--- src/rtl/lcd_timing_pkg.sv ---
// Shared timing defaults, pixel format and scan-out state encoding for the
// 480x272 RGB panel interface.
package lcd_timing_pkg;

  localparam int unsigned LCD_H_ACTIVE = 480;
  localparam int unsigned LCD_H_SYNC   = 4;
  localparam int unsigned LCD_H_BP     = 43;
  localparam int unsigned LCD_H_FP     = 8;
  localparam int unsigned LCD_V_ACTIVE = 272;
  localparam int unsigned LCD_V_SYNC   = 4;
  localparam int unsigned LCD_V_BP     = 12;
  localparam int unsigned LCD_V_FP     = 8;

  typedef struct packed {
    logic [4:0] r;
    logic [5:0] g;
    logic [4:0] b;
  } rgb565_t;

  typedef enum logic {
    SEEK = 1'b0,
    RUN  = 1'b1
  } scan_state_e;

endpackage

--- src/rtl/lcd_hv_counter.sv ---
// Free-running horizontal/vertical raster counters with decoded sync,
// active-area and frame-origin strobes for the current position.
module lcd_hv_counter
  import lcd_timing_pkg::*;
#(
  parameter int unsigned H_ACTIVE = LCD_H_ACTIVE,
  parameter int unsigned H_SYNC   = LCD_H_SYNC,
  parameter int unsigned H_BP     = LCD_H_BP,
  parameter int unsigned H_FP     = LCD_H_FP,
  parameter int unsigned V_ACTIVE = LCD_V_ACTIVE,
  parameter int unsigned V_SYNC   = LCD_V_SYNC,
  parameter int unsigned V_BP     = LCD_V_BP,
  parameter int unsigned V_FP     = LCD_V_FP
) (
  input  logic clk,
  input  logic rst_n,
  output logic in_active,
  output logic is_fap,
  output logic hsync_n,
  output logic vsync_n,
  output logic frame0
);

  localparam int unsigned H_TOT = H_SYNC + H_BP + H_ACTIVE + H_FP;
  localparam int unsigned V_TOT = V_SYNC + V_BP + V_ACTIVE + V_FP;
  localparam int unsigned HW    = $clog2(H_TOT);
  localparam int unsigned VW    = $clog2(V_TOT);

  localparam logic [HW-1:0] H_LAST     = HW'(H_TOT - 1);
  localparam logic [HW-1:0] H_SYNC_END = HW'(H_SYNC);
  localparam logic [HW-1:0] H_ACT_FST  = HW'(H_SYNC + H_BP);
  localparam logic [HW-1:0] H_ACT_LST  = HW'(H_SYNC + H_BP + H_ACTIVE - 1);
  localparam logic [VW-1:0] V_LAST     = VW'(V_TOT - 1);
  localparam logic [VW-1:0] V_SYNC_END = VW'(V_SYNC);
  localparam logic [VW-1:0] V_ACT_FST  = VW'(V_SYNC + V_BP);
  localparam logic [VW-1:0] V_ACT_LST  = VW'(V_SYNC + V_BP + V_ACTIVE - 1);

  logic [HW-1:0] h_q, h_d;
  logic [VW-1:0] v_q, v_d;

  always_ff @(posedge clk or negedge rst_n) begin
    if (!rst_n) begin
      h_q <= '0;
      v_q <= '0;
    end else begin
      h_q <= h_d;
      v_q <= v_d;
    end
  end

  always_comb begin
    h_d = h_q + HW'(1);
    v_d = v_q;
    if (h_q == H_LAST) begin
      h_d = '0;
      v_d = (v_q == V_LAST) ? '0 : v_q + VW'(1);
    end
  end

  // Decodes describe the position currently held in the counters.
  always_comb begin
    in_active = (h_q >= H_ACT_FST) && (h_q <= H_ACT_LST) &&
                (v_q >= V_ACT_FST) && (v_q <= V_ACT_LST);
    is_fap    = (h_q == H_ACT_FST) && (v_q == V_ACT_FST);
    hsync_n   = !(h_q < H_SYNC_END);
    vsync_n   = !(v_q < V_SYNC_END);
    frame0    = (h_q == '0) && (v_q == '0);
  end

endmodule

--- src/rtl/lcd_rgb_scanout.sv ---
// LCD panel scan-out: raster timing plus a valid/ready RGB565 drain that locks
// the stream to the first active pixel and flags underrun / misalignment.
module lcd_rgb_scanout
  import lcd_timing_pkg::*;
#(
  parameter int unsigned H_ACTIVE = LCD_H_ACTIVE,
  parameter int unsigned H_SYNC   = LCD_H_SYNC,
  parameter int unsigned H_BP     = LCD_H_BP,
  parameter int unsigned H_FP     = LCD_H_FP,
  parameter int unsigned V_ACTIVE = LCD_V_ACTIVE,
  parameter int unsigned V_SYNC   = LCD_V_SYNC,
  parameter int unsigned V_BP     = LCD_V_BP,
  parameter int unsigned V_FP     = LCD_V_FP,
  parameter bit          SYNC_POL = 1'b0
) (
  input  logic        PixelClk,
  input  logic        nRST,
  input  logic [15:0] pix_data,
  input  logic        pix_sof,
  input  logic        pix_valid,
  output logic        pix_ready,
  input  logic        err_clr,
  output logic        LCD_HSYNC,
  output logic        LCD_VSYNC,
  output logic        LCD_DE,
  output logic [4:0]  LCD_R,
  output logic [5:0]  LCD_G,
  output logic [4:0]  LCD_B,
  output logic        frame_start,
  output logic        underrun,
  output logic        misalign
);

  logic in_active, is_fap, hsync_n, vsync_n, frame0;

  lcd_hv_counter #(
    .H_ACTIVE (H_ACTIVE), .H_SYNC (H_SYNC), .H_BP (H_BP), .H_FP (H_FP),
    .V_ACTIVE (V_ACTIVE), .V_SYNC (V_SYNC), .V_BP (V_BP), .V_FP (V_FP)
  ) u_hv (
    .clk       (PixelClk),
    .rst_n     (nRST),
    .in_active (in_active),
    .is_fap    (is_fap),
    .hsync_n   (hsync_n),
    .vsync_n   (vsync_n),
    .frame0    (frame0)
  );

  scan_state_e state_q, state_d;
  logic        misplaced, show, set_ur, set_ma;

  always_ff @(posedge PixelClk or negedge nRST) begin
    if (!nRST) state_q <= SEEK;
    else       state_q <= state_d;
  end

  always_comb begin
    state_d = state_q;
    case (state_q)
      SEEK:    if (is_fap && pix_valid && pix_sof) state_d = RUN;
      RUN:     if (in_active && (!pix_valid || (pix_sof != is_fap))) state_d = SEEK;
      default: state_d = SEEK;
    endcase
  end

  // While seeking, non-sof beats are flushed anywhere; a sof beat waits for the FAP.
  always_comb begin
    pix_ready = 1'b0;
    misplaced = 1'b0;
    show      = 1'b0;
    set_ur    = 1'b0;
    set_ma    = 1'b0;
    case (state_q)
      SEEK: begin
        pix_ready = !pix_sof || is_fap;
        show      = is_fap && pix_valid && pix_sof;
      end
      RUN: begin
        if (in_active) begin
          misplaced = pix_sof != is_fap;
          pix_ready = !misplaced;
          show      = pix_valid && !misplaced;
          set_ma    = pix_valid && misplaced;
          set_ur    = !pix_valid;
        end
      end
      default: ;
    endcase
  end

  logic    hsync_q, hsync_d, vsync_q, vsync_d, de_q, de_d, fs_q, fs_d;
  logic    underrun_q, underrun_d, misalign_q, misalign_d;
  rgb565_t rgb_q, rgb_d;

  always_comb begin
    hsync_d    = hsync_n ^ SYNC_POL;
    vsync_d    = vsync_n ^ SYNC_POL;
    de_d       = in_active;
    fs_d       = frame0;
    rgb_d      = show ? rgb565_t'(pix_data) : '0;
    underrun_d = set_ur || (underrun_q && !err_clr);
    misalign_d = set_ma || (misalign_q && !err_clr);
  end

  always_ff @(posedge PixelClk or negedge nRST) begin
    if (!nRST) begin
      hsync_q    <= !SYNC_POL;
      vsync_q    <= !SYNC_POL;
      de_q       <= 1'b0;
      fs_q       <= 1'b0;
      rgb_q      <= '0;
      underrun_q <= 1'b0;
      misalign_q <= 1'b0;
    end else begin
      hsync_q    <= hsync_d;
      vsync_q    <= vsync_d;
      de_q       <= de_d;
      fs_q       <= fs_d;
      rgb_q      <= rgb_d;
      underrun_q <= underrun_d;
      misalign_q <= misalign_d;
    end
  end

  assign LCD_HSYNC   = hsync_q;
  assign LCD_VSYNC   = vsync_q;
  assign LCD_DE      = de_q;
  assign LCD_R       = rgb_q.r;
  assign LCD_G       = rgb_q.g;
  assign LCD_B       = rgb_q.b;
  assign frame_start = fs_q;
  assign underrun    = underrun_q;
  assign misalign    = misalign_q;

endmodule

--- config.mk ---
export PLATFORM = sky130hd
export DESIGN_NAME = lcd_rgb_scanout
export DESIGN_NICKNAME = d
export VERILOG_FILES = /design/src/rtl/lcd_timing_pkg.sv /design/src/rtl/lcd_hv_counter.sv /design/src/rtl/lcd_rgb_scanout.sv
export SDC_FILE = /design/constraint.sdc
export NUM_CORES = 1
export LEC_CHECK = 0
export ABC_CLOCK_PERIOD_IN_PS = 2400
export CAP_MARGIN = 0
export CORE_ASPECT_RATIO = 0.75
export CORE_MARGIN = 2
export CORE_UTILIZATION = 36
export CTS_CLUSTER_SIZE = 28
export DETAILED_ROUTE_END_ITERATION = 8
export SYNTH_ARGS = -nofsm -noshare
export SYNTH_HDL_FRONTEND = slang
export SYNTH_HIERARCHICAL = 1
export SYNTH_SLANG_ARGS = --single-unit
--- constraint.sdc ---
create_clock -name PixelClk -period 2.4 [get_ports PixelClk]
set_input_delay 0.36 -clock PixelClk [delete_from_list [all_inputs] [get_ports PixelClk]]
set_output_delay 0.36 -clock PixelClk [all_outputs]
set_load 0.01 [all_outputs]
Word-level counts from Yosys, hierarchy flattened
Cells that the tools add are included.
Word-level totals
  flip-flop bits (word level): 42
  bits of input ports: 21
  output and inout port bits: 23
  word-level logic and storage cells: 64
Operators by class
  add/sub/neg operators: 2
  order comparisons: 6
  eq/ne operators: 5
  mux-type cells: 14
  bitwise logic cells: 1
  reductions and logical operators: 24
Operators with widths (number)
  $mux 16: 1
  $logic_and 1x1->1: 12
  $add 10x1->10 const B: 1
  $eq 10x10->1 const B: 1
  $eq 10x6->1 const B: 1
  $ge 10x6->1 const B: 1
  $le 10x10->1 const B: 1
  $logic_not 10->1: 1
  $lt 10x3->1 const B: 1
  $mux 10: 1
  $add 9x1->9 const B: 1
  $eq 9x5->1 const B: 1
  $eq 9x9->1 const B: 1
  $ge 9x5->1 const B: 1
  $le 9x9->1 const B: 1
  $logic_not 9->1: 1
  $lt 9x3->1 const B: 1
  $mux 9: 1
  $mux 1: 8
  $logic_not 1->1: 6
  $pmux 1 s2: 3
  $logic_or 1x1->1: 4
  $ne 1x1->1: 1
  $not 1->1: 1

Longest topological paths before layout
Gate-level depths: netlist (run 1).
  depth in word-level cells: 8
  gate-level depth with buffers: 10
  depth with buffers taken out: 8

By module
The synthesis (run 1) kept the hierarchy.
Modules (own cells, without submodules)
  lcd_hv_counter: times used 1, cells each 117, area each 1076.0 um2, sequential area each 475.5 um2
  lcd_rgb_scanout: times used 1, cells each 56, area each 867.1 um2, sequential area each 578.1 um2

Worst setup path after synthesis (run 1)
OpenSTA, ideal clock, no wires.
  kind: flip-flop to output port
  start: register u_hv.h_q[6]
  end: output pix_ready
  arrival time: 2.234 ns
  required time: 2.040 ns
  slack: -0.194 ns
  cell stages (with the launch flop): 8
  buffers on the path: 0
  cells stage by stage: dfrtp_1 or3_4 or3_1 nor4_1 inv_1 ha_1 nand3_1 o21ai_0
On the way
  word-level cells in the longest chain between the ends: 6
  elaborated cells between the ends (all ways): 12
  classes of those cells: 2 x order compare; 2 x eq/ne; 2 x mux; 6 x reduce/logical
RTL lines
  start, declared: RTL line lcd_hv_counter.sv:38  | logic [HW-1:0] h_q, h_d;
  start signal, assigned: RTL line lcd_hv_counter.sv:43  | h_q <= '0;
  start signal, assigned: RTL line lcd_hv_counter.sv:46  | h_q <= h_d;
  $eq 10x6->1 (*): RTL line lcd_hv_counter.sv:64  | is_fap = (h_q == H_ACT_FST) && (v_q == V_ACT_FST);
  $logic_and 1x1->1 (*): RTL line lcd_hv_counter.sv:64
  named net is_fap: RTL line lcd_rgb_scanout.sv:34  | logic in_active, is_fap, hsync_n, vsync_n, frame0;
  $ne 1x1->1: RTL line lcd_rgb_scanout.sv:80  | misplaced = pix_sof != is_fap;
  $logic_not 1->1: RTL line lcd_rgb_scanout.sv:81  | pix_ready = !misplaced;
  $mux 1: RTL line lcd_rgb_scanout.sv:79  | if (in_active) begin
  $pmux 1 s2 (*): RTL line lcd_rgb_scanout.sv:73  | case (state_q)
  end, declared: RTL line lcd_rgb_scanout.sv:21  | output logic pix_ready,
The timed path passes the listed nets; every way through them passes the cells marked *.

Final worst setup path (run 1)
Ends and elaborated chain as after synthesis.

==> results.tsv, run 1 <==
stage	metric	value	unit
layout	ff_latch_area	1050	um2
sta	setup_ws	-0.204	ns
synth	synthCells	173	
worst_setup_path	worst_path_most_repeated_cell	or3_4	
worst_setup_path	cp-start-kind	flop	
flow_run	cap_violations	0	
grt	overflow	0	
clocking	worstSkewPairLatency	0.29	ns
placement	placed_area	2700	um2
layout	nets	277	
drt	num_vias	1486	
drt	avgViaCountPerCell	4.56	
synth	synthSimpleGateAreaFrac	0.186	
pwr	power.static_leakage	1.31	nW
sta	fin_setup_tns	-0.204	ns
die	die-area	6010	um2
die	io_pins	44	
die	rows	23	
layout	diodes	0	
worst_setup_path	cp_slowest_cell	or3_4	
placement	io_buffers	43	
grt	track_usage	0.144	
synth	ys_types	40	
worst_setup_path	rrSetupSlack	0.08	ns
worst_setup_path	cp_num_buf_inv	2	
sta	worstMarginPinSlew	0.483	ns
worst_setup_path	crit_family	simple AND/OR/NAND/NOR gates	
worst_setup_path	crit-reg2reg-launch	u_hv/h_q[6]	
sta	fin_crit_sh	1.09	
grt	grt_max_degree	23	
clocking	holdBufCountCts	0	
drt	firstDrtPassIters	4	
worst_setup_path	cp.arrival	2.24	ns
worst_hold_path	hold_class	input port to async pin	
status	outcome	complete, but fails checks	
clocking	clockBufferDepth	2	
sta	rsz0062_at_grt	true	
sta	period_needed	2.60	ns
die	core	5270	um2
synth	synth_xor_area_frac	0.0496	
synth	synth.net_count	200	
synth	ys_ff_latch	42	
grt	grt_pass1_vias	1371	
drt	finalWirelength	4100	um
worst_setup_path	r2r-end	LCD_B[3]	
die	die_y	67.6	um
placement	pre_cts_ws	-0.433	ns
drt	drtIter0Drc	54	
synth	synth-seq-area-share	0.542	
synth	synth_area_per_cell	11.2	um2
sta	maxSlewHeadroom	0.678	
sta	fmax	0.384	GHz
layout	drive_gt1_frac	0.295	
layout	multi_input_area	882	um2
clocking	cts_sinks	42	
sta	clock_skew	0.00587	ns
worst_setup_path	reg2reg_depth	9	
clocking	clk_pin_slew	0.08	ns
worst_setup_path	path_depth	8	
drt	post_drt_wl_per_cell	12.6	um
synth	yosysWarnings	6	
grt	antenna_found_initial	0	
synth	synth-compound-area-share	0.134	
worst_setup_path	worstSetupStartpoint	u_hv/h_q[6]	
worst_setup_path	cp_max_fo	2	
sta	final_max_slew_viol_count	0	
pwr	p_per_area	500	nW/um2
synth	syn_area	1940	um2
synth	synth_top_family_by_area	simple AND/OR/NAND/NOR gates	
sta	setup-violations-final	1	
pwr	ir_drop	0.000409	V
placement	hpwl	3040	um
layout	area_growth	49.3	%
layout	final_cell_area	2900	um2
die	start_util	0.369	
status	violations	setup timing	
synth	synthAdderAreaFrac	0.0386	
worst_setup_path	endpoint	pix_ready	
worst_setup_path	path_cells	or3_4, or3_4, nor4_4, inv_1, ha_4, nand3_2, o21ai_1, buf_2	
clocking	ctsHtreeMaxLevel	2	
drt	drcViolationCount	0	
sta	hold_viol	0	
die	die_x	88.8	um
synth	synthMuxAreaShare	0.00580	
clocking	cts_made_buffers	5	
layout	fillers	461	
clocking	root_buffer	clkbuf_8	
worst_setup_path	critPathKind	flop to primary output	
grt	grt_pass1_wl	6500	um
worst_setup_path	end_kind	primary output	
placement	gp_congestion	0.798	
drt	antenna_left	0	
worst_setup_path	crit_path_max_incr_delay	0.40	ns
clocking	cts_tree	done	
worst_setup_path	critical_path_required	2.04	ns
timing repair:
action,in CTS,in global routing
cloned,0,0
gates resized for setup,10,12
setup buffers,0,1
endpoints found under the setup margin,17,17
pin swaps,0,1
worst reg2reg max path: cells and delay by family, from the launching register on:
family | cells | cell delay, ns
and+or+nand+nor | 4 | 1.05
AOI/OAI and AO/OA | 1 | 0.12
DFF | 1 | 0.38
adders and majority gates | 1 | 0.28
buffers and inverters | 3 | 0.41
Yosys cell counts:
master    number  share of area
nand4_1        4          0.013
inv_1         11          0.021
nor4_1         4          0.013
xnor2_1        8          0.036
or3_1          1         0.0032
a21boi_0       6          0.023
o32ai_1        1         0.0045
o22a_1         1         0.0045
clkbuf_1       3         0.0058
or2_2          1         0.0032
mux2_2         1         0.0058
nand4b_4       1          0.012
buf_6          2          0.012
nor2_1        11          0.021
or3_4          1         0.0058
nor4b_2        1         0.0077
o22ai_1        1         0.0032
a21oi_1        3         0.0077
a22o_1         1         0.0045
or4_4          1         0.0058
nand2_1       13          0.025
and2_1         1         0.0032
nor3_1         5          0.013
nand4_2        1         0.0064
nand3_1       10          0.026
o21ai_0        6          0.015
nor4b_1        1         0.0045
a32o_1         1         0.0052
dfrtp_1       40           0.52
or4_1          1         0.0039
buf_2          2         0.0052
a31oi_1        1         0.0032
o311ai_0       1         0.0045
nand2b_1       2         0.0064
a21boi_2      10          0.058
nor2b_1        1         0.0032
xor2_1         3          0.014
dfstp_2        2          0.027
ha_1           6          0.039
and3_1         3         0.0097
layout by cell type (no fill, tap or decap), drive strengths merged, types with 6 or more instances in the layout:
master,Yosys,final
clkdlybuf4s50,0,41
dfrtp,40,40
buf,4,36
a21boi,16,16
nand2,13,13
inv,11,11
nor2,11,11
nand3,10,10
xnor2,8,8
clkbuf,3,6
o21ai,6,6
ha,6,6
through the flow:
| step | utilization | hold slack [ns] | std cells | power [mW] |
|---|---|---|---|---|
| after floorplan | - | 0.0644 | 173 | 0.728 |
| after global placement | 0.513 | 0.347 | 317 | 0.778 |
| after detailed placement | 0.513 | 0.350 | 317 | 0.778 |
| after CTS | 0.544 | 0.0323 | 325 | 1.47 |
| after global routing | 0.551 | 0.0550 | 326 | 1.50 |
| final | 0.551 | 0.0185 | 326 | 1.45 |
cells by family after synthesis:
logic type | Yosys count
compound gates | 32
xor+xnor | 11
fa+ha+maj | 6
buf+inv | 18
flops | 42
mux | 1
simple gates | 63
flip-flops by register name, indices dropped and copies added, names as in the netlist:
name / cells
u_hv/h_q: 10
u_hv/v_q: 9
LCD_G: 6
LCD_B: 5
LCD_R: 5
LCD_DE: 1
LCD_HSYNC: 1
LCD_VSYNC: 1
frame_start: 1
misalign: 1
state_q: 1
underrun: 1
worst min-delay path by stage:
stage          startpoint        to
2_1_floorplan        nRST  LCD_B[0]
3_3_place_gp         nRST  LCD_G[1]
3_5_place_dp         nRST  LCD_G[1]
4_1_cts              nRST  LCD_G[1]
5_1_grt              nRST  LCD_G[1]
6_report             nRST  LCD_G[1]
layout make-up:
| class | count | share of cell area |
|---|---|---|
| multi-input combinational | 113 | 0.304 |
| sequential | 42 | 0.363 |
| clock buffer | 6 | 0.0285 |
| tap | 75 | 0.0323 |
| clock inverter | 2 | 0.0207 |
| inverter | 11 | 0.0142 |
| timing repair buffer | 77 | 0.237 |
routing by layer:
metal  global-route usage  vias to the layer above  wire, um
li1                     -                      760         -
met5                    0                        -         0
met1                0.218                      695      2130
met3               0.0477                        2       169
met4               0.0284                        0        21
met2                0.199                       29      1780
power by group:
group,total [mW],switching (mW),internal (mW)
registers,0.707,0.0000000000000000630,0.707
clock network,0.685,0.241,0.444
logic,0.0582,0.0220,0.0362
Note: power is estimated with default switching activity, not from simulation.
==> run 2, diff against run 1 <==
--- a/config.mk
+++ b/config.mk
@@ -5,7 +5,6 @@
 export SDC_FILE = /design/constraint.sdc
 export NUM_CORES = 1
 export LEC_CHECK = 0
-export ABC_CLOCK_PERIOD_IN_PS = 2400
 export CAP_MARGIN = 0
 export CORE_ASPECT_RATIO = 0.75
 export CORE_MARGIN = 2
==> results of run 2 <==
The final DEF is identical to that of run 1; final timing and power are the same.
